--- config.mk ---
export PLATFORM = sky130hd
export DESIGN_NAME = sram_bank_flat
export DESIGN_NICKNAME = d
export VERILOG_FILES = /design/src/rtl/sram_pkg.sv /design/src/rtl/sram_bank_if.sv /design/src/rtl/sram_sense_amp.sv /design/src/rtl/sram_bank.sv /design/src/flat_wrapper.sv
export SDC_FILE = /design/constraint.sdc
export NUM_CORES = 1
export LEC_CHECK = 0
export ABC_AREA = 0
export CORE_AREA = 2 2 124 126
export CTS_BUF_LIST = sky130_fd_sc_hd__clkbuf_8
export CTS_CLUSTER_DIAMETER = 150
export DETAILED_ROUTE_END_ITERATION = 8
export DIE_AREA = 0 0 126 128
export GPL_ROUTABILITY_DRIVEN = 0
export PLACE_DENSITY = 0.74
export SLEW_MARGIN = 20
export SYNTH_ARGS = -nofsm -noshare
export SYNTH_HDL_FRONTEND = slang
export SYNTH_HIERARCHICAL = 1
export SYNTH_SLANG_ARGS = --single-unit
--- constraint.sdc ---
create_clock -name clk -period 4 [get_ports clk]
set_clock_uncertainty 0.05 [all_clocks]
set_input_delay 1.2 -clock clk [delete_from_list [all_inputs] [get_ports clk]]
set_output_delay 1.2 -clock clk [all_outputs]
set_load 0.01 [all_outputs]
--- src/rtl/sram_pkg.sv ---
// rtl/sram_pkg.sv - shared types, precharge level and parity helper for sram_bank
package sram_pkg;

  typedef enum logic [2:0] {
    INIT,
    IDLE,
    PRE,
    ACT,
    SENSE,
    WR
  } state_t;

  // Bitlines idle at this level between accesses
  localparam logic PRECHARGE_LVL = 1'b1;

  // Even parity; callers zero-extend their word to 64 bits
  function automatic logic even_parity(input logic [63:0] d);
    return ^d;
  endfunction

endpackage

--- src/rtl/sram_bank_if.sv ---
// rtl/sram_bank_if.sv - request/response port of sram_bank; perr only with SRAM_BANK_PARITY_EN
interface sram_bank_if #(
  parameter int DATA_W = 8,
  parameter int ADDR_W = 4
);

  logic              req;
  logic              we;
  logic [ADDR_W-1:0] addr;
  logic [DATA_W-1:0] wdata;
  logic              ready;
  logic              rvalid;
  logic [DATA_W-1:0] rdata;
`ifdef SRAM_BANK_PARITY_EN
  logic              perr;
`endif

  modport master (
    output req, we, addr, wdata,
    input  ready, rvalid, rdata
`ifdef SRAM_BANK_PARITY_EN
    , input perr
`endif
  );

  modport slave (
    input  req, we, addr, wdata,
    output ready, rvalid, rdata
`ifdef SRAM_BANK_PARITY_EN
    , output perr
`endif
  );

endinterface

--- src/rtl/sram_sense_amp.sv ---
// rtl/sram_sense_amp.sv - resolves a bitline pair per column into registered read data
// Parity check against the stored column is built only with SRAM_BANK_PARITY_EN.
module sram_sense_amp
  import sram_pkg::*;
#(
  parameter int DATA_W = 8
) (
  input  logic              clk,
  input  logic              rst,
  input  logic              en,
  input  logic [DATA_W-1:0] bl,
  input  logic [DATA_W-1:0] blb,
  output logic [DATA_W-1:0] rdata,
`ifdef SRAM_BANK_PARITY_EN
  input  logic              par,
  output logic              perr,
`endif
  output logic              rvalid
);

  logic [DATA_W-1:0] resolved;

  // A column reads 1 only when the pair has split with bl high
  assign resolved = bl & ~blb;

  always_ff @(posedge clk or posedge rst) begin
    if (rst) begin
      rdata  <= '0;
      rvalid <= 1'b0;
    end else begin
      rvalid <= en;
      if (en) begin
        rdata <= resolved;
      end
    end
  end

`ifdef SRAM_BANK_PARITY_EN
  always_ff @(posedge clk or posedge rst) begin
    if (rst) begin
      perr <= 1'b0;
    end else begin
      perr <= en && (even_parity(64'(resolved)) != par);
    end
  end
`endif

endmodule

--- src/rtl/sram_bank.sv ---
// rtl/sram_bank.sv - single-port SRAM bank: init sweep, precharge/wordline/sense access FSM
// Optional parity column enabled by SRAM_BANK_PARITY_EN.
module sram_bank
  import sram_pkg::*;
#(
  parameter int DATA_W = 8,
  parameter int ADDR_W = 4
) (
  input logic        clk,
  input logic        rst,
  sram_bank_if.slave bus
);

  localparam int DEPTH = 2 ** ADDR_W;

  state_t            state;
  state_t            state_nxt;
  logic [ADDR_W-1:0] row_cnt;
  logic [ADDR_W-1:0] lat_addr;
  logic              lat_we;
  logic [DATA_W-1:0] lat_wdata;
  logic [ADDR_W-1:0] row_sel;
  logic [DEPTH-1:0]  wordline;
  logic [DATA_W-1:0] cell_row;
  logic [DATA_W-1:0] bl;
  logic [DATA_W-1:0] blb;
  logic              array_we;

  logic [DATA_W-1:0] mem [DEPTH];

  always_ff @(posedge clk or posedge rst) begin
    if (rst) begin
      state     <= INIT;
      row_cnt   <= '0;
      lat_addr  <= '0;
      lat_we    <= 1'b0;
      lat_wdata <= '0;
    end else begin
      state <= state_nxt;
      if (state == INIT) begin
        row_cnt <= row_cnt + 1'b1;
      end
      if (state == IDLE && bus.req) begin
        lat_addr  <= bus.addr;
        lat_we    <= bus.we;
        lat_wdata <= bus.wdata;
      end
    end
  end

  always_comb begin
    state_nxt = state;
    case (state)
      INIT:    if (row_cnt == ADDR_W'(DEPTH - 1)) state_nxt = IDLE;
      IDLE:    if (bus.req) state_nxt = PRE;
      PRE:     state_nxt = lat_we ? WR : ACT;
      ACT:     state_nxt = SENSE;
      SENSE:   state_nxt = IDLE;
      WR:      state_nxt = IDLE;
      default: state_nxt = INIT;
    endcase
  end

  assign row_sel  = (state == INIT) ? row_cnt : lat_addr;
  assign array_we = (state == INIT) || (state == WR);

  // Wordline stays raised through SENSE so the pair is still split when sampled
  always_comb begin
    wordline = '0;
    for (int r = 0; r < DEPTH; r++) begin
      wordline[r] = (row_sel == ADDR_W'(r)) &&
                    (state == INIT || state == ACT || state == SENSE || state == WR);
    end
  end

  always_comb begin
    cell_row = '0;
    for (int r = 0; r < DEPTH; r++) begin
      if (wordline[r]) cell_row = cell_row | mem[r];
    end
  end

  always_comb begin
    bl  = {DATA_W{PRECHARGE_LVL}};
    blb = {DATA_W{PRECHARGE_LVL}};
    case (state)
      INIT: begin
        bl  = '0;
        blb = '1;
      end
      ACT, SENSE: begin
        bl  = cell_row;
        blb = ~cell_row;
      end
      WR: begin
        bl  = lat_wdata;
        blb = ~lat_wdata;
      end
      default: ;
    endcase
  end

  always_ff @(posedge clk) begin
    if (array_we) begin
      for (int r = 0; r < DEPTH; r++) begin
        if (wordline[r]) mem[r] <= bl;
      end
    end
  end

`ifdef SRAM_BANK_PARITY_EN
  logic par_mem [DEPTH];
  logic par_wr;
  logic par_cell;

  assign par_wr = (state == WR) ? even_parity(64'(bl)) : 1'b0;

  always_comb begin
    par_cell = 1'b0;
    for (int r = 0; r < DEPTH; r++) begin
      if (wordline[r]) par_cell = par_cell | par_mem[r];
    end
  end

  always_ff @(posedge clk) begin
    if (array_we) begin
      for (int r = 0; r < DEPTH; r++) begin
        if (wordline[r]) par_mem[r] <= par_wr;
      end
    end
  end
`endif

  assign bus.ready = (state == IDLE);

  sram_sense_amp #(
    .DATA_W(DATA_W)
  ) u_sense_amp (
    .clk    (clk),
    .rst    (rst),
    .en     (state == SENSE),
    .bl     (bl),
    .blb    (blb),
    .rdata  (bus.rdata),
`ifdef SRAM_BANK_PARITY_EN
    .par    (par_cell),
    .perr   (bus.perr),
`endif
    .rvalid (bus.rvalid)
  );

endmodule

--- src/flat_wrapper.sv ---
// flat-port wrapper written by rule: the top's interface ports become plain ports
module sram_bank_flat import sram_pkg::*;
#(
  parameter int DATA_W = 8,
  parameter int ADDR_W = 4
)
  (clk, rst, bus_req, bus_we, bus_addr, bus_wdata, bus_ready, bus_rvalid, bus_rdata);
  sram_bank_if #(.DATA_W(DATA_W), .ADDR_W(ADDR_W)) bus_i ();
  input logic clk;
  input logic rst;
  input wire logic [$bits(bus_i.req)-1:0] bus_req;
  input wire logic [$bits(bus_i.we)-1:0] bus_we;
  input wire logic [$bits(bus_i.addr)-1:0] bus_addr;
  input wire logic [$bits(bus_i.wdata)-1:0] bus_wdata;
  output wire logic [$bits(bus_i.ready)-1:0] bus_ready;
  output wire logic [$bits(bus_i.rvalid)-1:0] bus_rvalid;
  output wire logic [$bits(bus_i.rdata)-1:0] bus_rdata;
  assign bus_i.req = bus_req;
  assign bus_i.we = bus_we;
  assign bus_i.addr = bus_addr;
  assign bus_i.wdata = bus_wdata;
  assign bus_ready = bus_i.ready;
  assign bus_rvalid = bus_i.rvalid;
  assign bus_rdata = bus_i.rdata;
  sram_bank #(.DATA_W(DATA_W), .ADDR_W(ADDR_W)) u_core (.clk(clk), .rst(rst), .bus(bus_i));
endmodule
# Word level (Yosys, flattened, before mapping)
# Memories as Yosys holds them, arrays and structs flattened.
# Cells that the tools add are included.
dict set report classes {
  addsub 1
  eq_ne 23
  muxes 116
  n_bitwise 19
  n_reduce_logical 41
}
# cell count
set op_table {}
lappend op_table {{8-bit 2-to-1 mux} 31}
lappend op_table {{8-bit bitwise OR} 15}
lappend op_table {{8-bit OR reduction} 15}
lappend op_table {{4-bit 2-to-1 mux} 16}
lappend op_table {{1-bit 2-to-1 mux} 63}
lappend op_table {{4-bit equality test (second input constant)} 9}
lappend op_table {{8-bit inverter} 3}
lappend op_table {{8-bit case mux with 3 select lines} 1}
lappend op_table {{1-bit logical AND} 17}
lappend op_table {{4-bit by 3-bit equality test with 1-bit output (second input constant)} 4}
lappend op_table {{8-bit case mux with 2 select lines} 1}
lappend op_table {{3-bit case mux with 5 select lines} 1}
lappend op_table {{3-bit 2-to-1 mux} 3}
lappend op_table {{8-bit bitwise AND} 1}
lappend op_table {{4-bit by 2-bit equality test with 1-bit output (second input constant)} 2}
lappend op_table {{3-bit by 2-bit equality test with 1-bit output (second input constant)} 2}
lappend op_table {{3-bit equality test (second input constant)} 2}
lappend op_table {{4-bit by 1-bit adder with 4-bit output (second input constant)} 1}
lappend op_table {{4-bit by 1-bit equality test with 1-bit output (second input constant)} 1}
lappend op_table {{4-bit zero test} 1}
lappend op_table {{1-bit logical OR} 4}
lappend op_table {{2-bit OR reduction} 2}
lappend op_table {{3-bit by 1-bit equality test with 1-bit output (second input constant)} 1}
lappend op_table {{3-bit zero test} 1}
lappend op_table {{3 further kinds} 3}
dict set report word_totals {
  register_bits 29
  ramBits 128
  input_bits 16
  out_inout_bits 10
  elab_cells 208
  mem_count 1
}
# memory words width rd rd_ports_with_merged_regs write_ports line
set mem_list {}
lappend mem_list {u_core.mem 16 8 16 0 1 sram_bank.sv:29} ;# logic [DATA_W-1:0] mem [DEPTH];

# Depth between registers and ports, before layout
dict set report depth {
  word_depth 52
  mapped_depth 13
  ltp_nobuf 9
}

# Modules after synthesis
# The synthesis kept the hierarchy.
# module n_inst cells_per_inst area_each_um2 seq_area_each_um2
set modules_own_cells {}
lappend modules_own_cells {sram_bank 1 498 6532.5 4344.2}
lappend modules_own_cells {sram_sense_amp 1 36 420.4 225.2}

# Least setup slack after synthesis
# OpenSTA, ideal clock, no wires.
dict set report synth_path {
  path_type {flip-flop to flip-flop}
  startpoint {register u_core.state[0]}
  endpoint {register u_core.u_sense_amp.rdata[6]}
  setup_time_ns 0.127
  arrival_ns 2.361
  t_required_ns 3.823
  path_slack_ns 1.462
  path_stages_with_launch 12
  path_buffers 2
  period_less_slack_ns 2.538
  path_cell_list {dfrtp_1 -> or3_1 -> buf_6 -> mux2_4 -> buf_6 -> nand3_2 -> nand4_2 -> nor4_2 -> o21ai_1 -> o311a_1 -> nand2_1 -> o22ai_2}
}
dict set report synth_between {
  elab_cells_between_ends 77
  cone_classes {eq/ne (18); mux (19); bitwise (18); reduce/logical (22)}
}
# element line
set synth_rtl {}
lappend synth_rtl {{start: declaration} sram_bank.sv:16} ;# state_t state;
lappend synth_rtl {{start signal: assignment} sram_bank.sv:39} ;# state <= state_nxt;
lappend synth_rtl {{3-bit by 2-bit equality test with 1-bit output or 3-bit zero test (tied branches)} {sram_bank.sv:72, sram_bank.sv:86, sram_bank.sv:64}}
lappend synth_rtl {{1-bit logical OR (3 in a row)} sram_bank.sv:72} ;# (state == INIT || state == ACT || state == SENSE || state == WR);
lappend synth_rtl {{1-bit logical AND} sram_bank.sv:71} ;# wordline[r] = (row_sel == ADDR_W'(r)) &&
lappend synth_rtl {{8-bit 2-to-1 mux} sram_bank.sv:79} ;# if (wordline[r]) cell_row = cell_row | mem[r];
lappend synth_rtl {{8-bit bitwise OR} sram_bank.sv:79}
lappend synth_rtl {{8-bit 2-to-1 mux} sram_bank.sv:79}
lappend synth_rtl {{8-bit bitwise OR} sram_bank.sv:79}
lappend synth_rtl {{8-bit 2-to-1 mux} sram_bank.sv:79}
lappend synth_rtl {{[... 21 more ...]} n/a}
lappend synth_rtl {{8-bit 2-to-1 mux} sram_bank.sv:79}
lappend synth_rtl {{8-bit bitwise OR} sram_bank.sv:79}
lappend synth_rtl {{8-bit 2-to-1 mux} sram_bank.sv:79}
lappend synth_rtl {{8-bit bitwise OR} sram_bank.sv:79}
lappend synth_rtl {{8-bit 2-to-1 mux} sram_bank.sv:79}
lappend synth_rtl {{8-bit case mux with 3 select lines *} sram_bank.sv:86} ;# case (state)
lappend synth_rtl {{via u_core.bl[6]} sram_bank.sv:25} ;# logic [DATA_W-1:0] bl;
lappend synth_rtl {{8-bit bitwise AND *} sram_sense_amp.sv:24} ;# assign resolved = bl & ~blb;
lappend synth_rtl {{end signal: assignment} sram_sense_amp.sv:33} ;# rdata <= resolved;
lappend synth_rtl {{end: declaration} sram_sense_amp.sv:13} ;# output logic [DATA_W-1:0] rdata,
# The timed path passes the listed nets; every way through them passes the cells marked *.
# A chain may end at the register's enable or synchronous reset.

# Worst setup path after layout
dict set report layout_path {
  startpoint {register u_core.state[0]}
  endpoint {register u_core.u_sense_amp.rdata[0]}
}
# Same word-level chain as after synthesis.

==> impl_metrics.yaml <==
synth:
  syn_avg_cell_area_sq_um: 13.0
  synth_compound_area_share_pct: 5.11
  synthArstFlopShare_pct: 18.5
  synthFlopType: "sky130_fd_sc_hd__edfxtp_1"
  netlist_top_cells_area: "sky130_fd_sc_hd__edfxtp_1 55%, sky130_fd_sc_hd__dfrtp_1 10%, sky130_fd_sc_hd__nand3_1 9.2%"
  synth.distinct_cells: 42
  yosys-top-cells-count: "128 x sky130_fd_sc_hd__edfxtp_1, 128 x sky130_fd_sc_hd__nand3_1, 30 x sky130_fd_sc_hd__nand2_1, 30 x sky130_fd_sc_hd__nand4_1, 29 x sky130_fd_sc_hd__dfrtp_1"
  synth_enable_flop_cells: 128
  synth_xor_area_share_pct: 0.378
  net_count_after_synthesis: 551
  synthesis.yosys.warnings: 6
  ys_ff_latch: 157
  synthDominantAreaCellType: "sky130_fd_sc_hd__edfxtp_1"
  post_synth_and_or_nand_nor_area_fraction_pct: 19.9
  synth_top_area_share_pct: 55.3
  synthesis.instances: 534
  syn-cell-area_sq_um: 6950
  ys_seq_area_share_pct: 65.7
  yosys-mux-area-fraction_pct: 4.21
  yosys.area_share.adder_pct: 0.180
  largest_family_of_logic_cells_by_synthesized_area: "simple AND/OR/NAND/NOR gates"
floorplanning:
  placement_rows: 45
  die_area_sq_um: 16100
  die-width_microns: 126
  chipHeight_microns: 128
  initial_utilization_pct: 46.8
  ios: 26
  core-area_sq_um: 14900
detailed_routing:
  drt-initial-drc-count: 863
  route.detailed.wl_per_inst_microns: 23.1
  routed-via-count: 4883
  detail_route.wirelength_mm: 17.6
  antenna_violating_nets_post_route: 0
  via_per_inst: 6.39
  drc_errors_left: 0
  drt_pre_antenna_iters: 8
setup_path:
  r2r_setup_slack_ns: 0.48
  critical_path.max_stage_delay_ns: 0.65
  crit-reg2reg-launch: "u_core/state[0]"
  startpoint: "u_core/state[0]"
  worst_path_arrival_time_ns: 3.84
  timing.critical_path.mode_cell: "sky130_fd_sc_hd__buf_4"
  worstPathMaxFanout: 18
  cp_cell_sequence: "or3_1 > buf_4 > o221ai_4 > buf_4 > nand3_1 > nand4_1 > nor4_2 > o21ai_1 > o311a_1 > nand2_1 > o22ai_2"
  crit_buf_inv: 2
  timing_worst_setup_path_type: "reg -> reg"
  slowest_stage_cell_cp: "sky130_fd_sc_hd__o311a_1"
  required_ns: 4.32
  kind_of_cell_adding_the_most_delay_to_the_critical_path: "compound AO/OA/AOI/OAI gates"
  setup.worst_path.end_class: "register"
  critical_path.startpoint_type: "register"
sta:
  post_route_setup_tns_ns: 0
  max_freq_mhz: 284
  min_tclk_post_route_ns: 3.52
  layout_worst_path_cycle_share_pct: 88.1
  timing_worst_slew_pin_value_ns: 1.14
  final_report_setup_violation_count: 0
  report.final.hold_viol_count: 0
  worst_relative_slew_slack_pct: 23.5
  grt_setup_unrepaired: "no"
  drv_slew: 0
  whs_ns: 0.496
cells_and_area:
  finish.instance_area_sq_um: 7780
  antenna_cells_inserted: 0
  area_growth_from_synthesis_to_layout_pct: 11.9
  finish.net_count: 580
  layout.core_utilization_pct: 52.3
  final_non_filler_cells: 764
  post_route_cells_drive_above_1_share_pct: 16.7
clock_tree:
  cts-resized-gates: 0
  clk_pin_slew_worst_paths_ns: 0.08
  longest_clk_path_bufs: 2
  post-cts-setup-buffer-count: 0
  clock_insertion_delay_worst_skew_ns: 0.45
  tritoncts_num_sinks: 157
  htreeDepth: 4
  clock_tree.root_cell: "sky130_fd_sc_hd__clkbuf_8"
  cts-buffers-inserted: 17
  cts_tree: "built"
  cts_hold_buffers: 0
placement:
  placement.io_buffers: 25
  place_hpwl_mm: 11.5
  dpl.cell_count: 732
  dpl_cell_area_sq_um: 7410
global_routing:
  number_of_antenna_violations_at_the_first_check_in_global_routing: 0
  grt_use_total_pct: 22.4
  grt_pass1_wl_mm: 27.0
  global_route.overflow_total: 0
  grt_start_max_net_pins: 28
  via_count_of_the_first_global_routing_pass: 4495
power:
  power_density_relative_to_cell_area_nw_per_um2: 905
  worst_ir_drop_vdd_v: 0.000432
  static-leakage-power_nw: 2.55
worst_hold_path:
  hp-start: "u_core/u_sense_amp/rdata[6]"
  worst_hold_path_type: "reg -> reg"
status:
  run_status: "finished clean"
flow_run:
  maxCapViolations: 0
## power by group
group          switching, W  internal (W)
clock network      0.000606      0.000498
logic               0.00215      0.000960
registers          0.000243       0.00258
total               0.00300       0.00404
## layout make-up
cell class,count,area [sq um]
Fill cell,1216,7090
Clock buffer,17,234
Sequential cell,157,4570
Clock inverter,15,134
Tap cell,188,235
Inverter,13,48.8
Timing Repair Buffer,53,473
Multi-Input combinational cell,321,2080
## layout by cell type (no fill, tap or decap), types with 4 or more instances in the layout
master	count
sky130_fd_sc_hd__nand3_1	128
sky130_fd_sc_hd__edfxtp_1	128
sky130_fd_sc_hd__nand2_1	30
sky130_fd_sc_hd__nand4_1	30
sky130_fd_sc_hd__dfrtp_1	29
sky130_fd_sc_hd__buf_4	27
sky130_fd_sc_hd__clkdlybuf4s50_1	25
sky130_fd_sc_hd__nor2_1	21
sky130_fd_sc_hd__clkbuf_8	17
sky130_fd_sc_hd__inv_1	12
sky130_fd_sc_hd__a21oi_1	10
sky130_fd_sc_hd__mux2_1	10
sky130_fd_sc_hd__a31oi_1	9
sky130_fd_sc_hd__o21ai_1	9
sky130_fd_sc_hd__nor4_2	8
sky130_fd_sc_hd__o311a_1	8
sky130_fd_sc_hd__o22ai_2	8
sky130_fd_sc_hd__nand3b_1	7
sky130_fd_sc_hd__nor3b_1	6
sky130_fd_sc_hd__inv_6	5
sky130_fd_sc_hd__nor3_1	4
sky130_fd_sc_hd__mux2i_4	4
sky130_fd_sc_hd__mux2_2	4
## state kept, by name, summed over array words and instances, names as in the netlist
name                       cells
u_core/u_sense_amp/rdata       8
u_core/mem                   128
u_core/lat_wdata               8
u_core/u_sense_amp/rvalid      1
u_core/lat_we                  1
u_core/state                   3
u_core/row_cnt                 4
u_core/lat_addr                4
## stage by stage
step	setup WS (ns)	total power (W)
6_report	0.478	0.00704
5_1_grt	0.292	0.00736
4_1_cts	0.531	0.00698
3_5_place_dp	0.563	0.00589
3_3_place_gp	0.682	0.00579
2_1_floorplan	1.46	0.00487
## worst paths after layout
check | end | cells past startpoint
min in group asynchronous | u_core/u_sense_amp/rdata[1] | 2
setup reg to reg | u_core/u_sense_amp/rdata[0] | 11
setup / recovery | u_core/u_sense_amp/rdata[0] | 11
max in group asynchronous | u_core/state[2] | 2
hold reg to reg | u_core/u_sense_amp/rdata[6] | 2
hold / removal | u_core/u_sense_amp/rdata[6] | 2
## kinds of logic (layout without fill, tap and decap cells)
kind of cell             after synthesis  count (layout)
AND/OR/NAND/NOR                      250             250
flip-flops                           157             157
buffers and inverters                 56              98
AO/OA/AOI/OAI                         46              46
multiplexers                          21              21
XOR/XNOR                               3               3
adder cells (fa/ha/maj)                1               1
## routing by layer
| layer | routed length [microns] | GRT usage [%] | up-vias |
|---|---|---|---|
| li1 | - | - | 2103 |
| met1 | 6620 | 30.2 | 2380 |
| met2 | 8350 | 35.7 | 327 |
| met3 | 1940 | 4.38 | 73 |
| met4 | 736 | 9.95 | 0 |
| met5 | 0 | 0 | - |
## worst min-delay path, cell delays in order, from the launching register on
cell and delay [ns]:
sky130_fd_sc_hd__dfrtp_1 0.38, sky130_fd_sc_hd__inv_1 0.07, sky130_fd_sc_hd__o22ai_2 0.06
(Power assumes the default switching activity.)
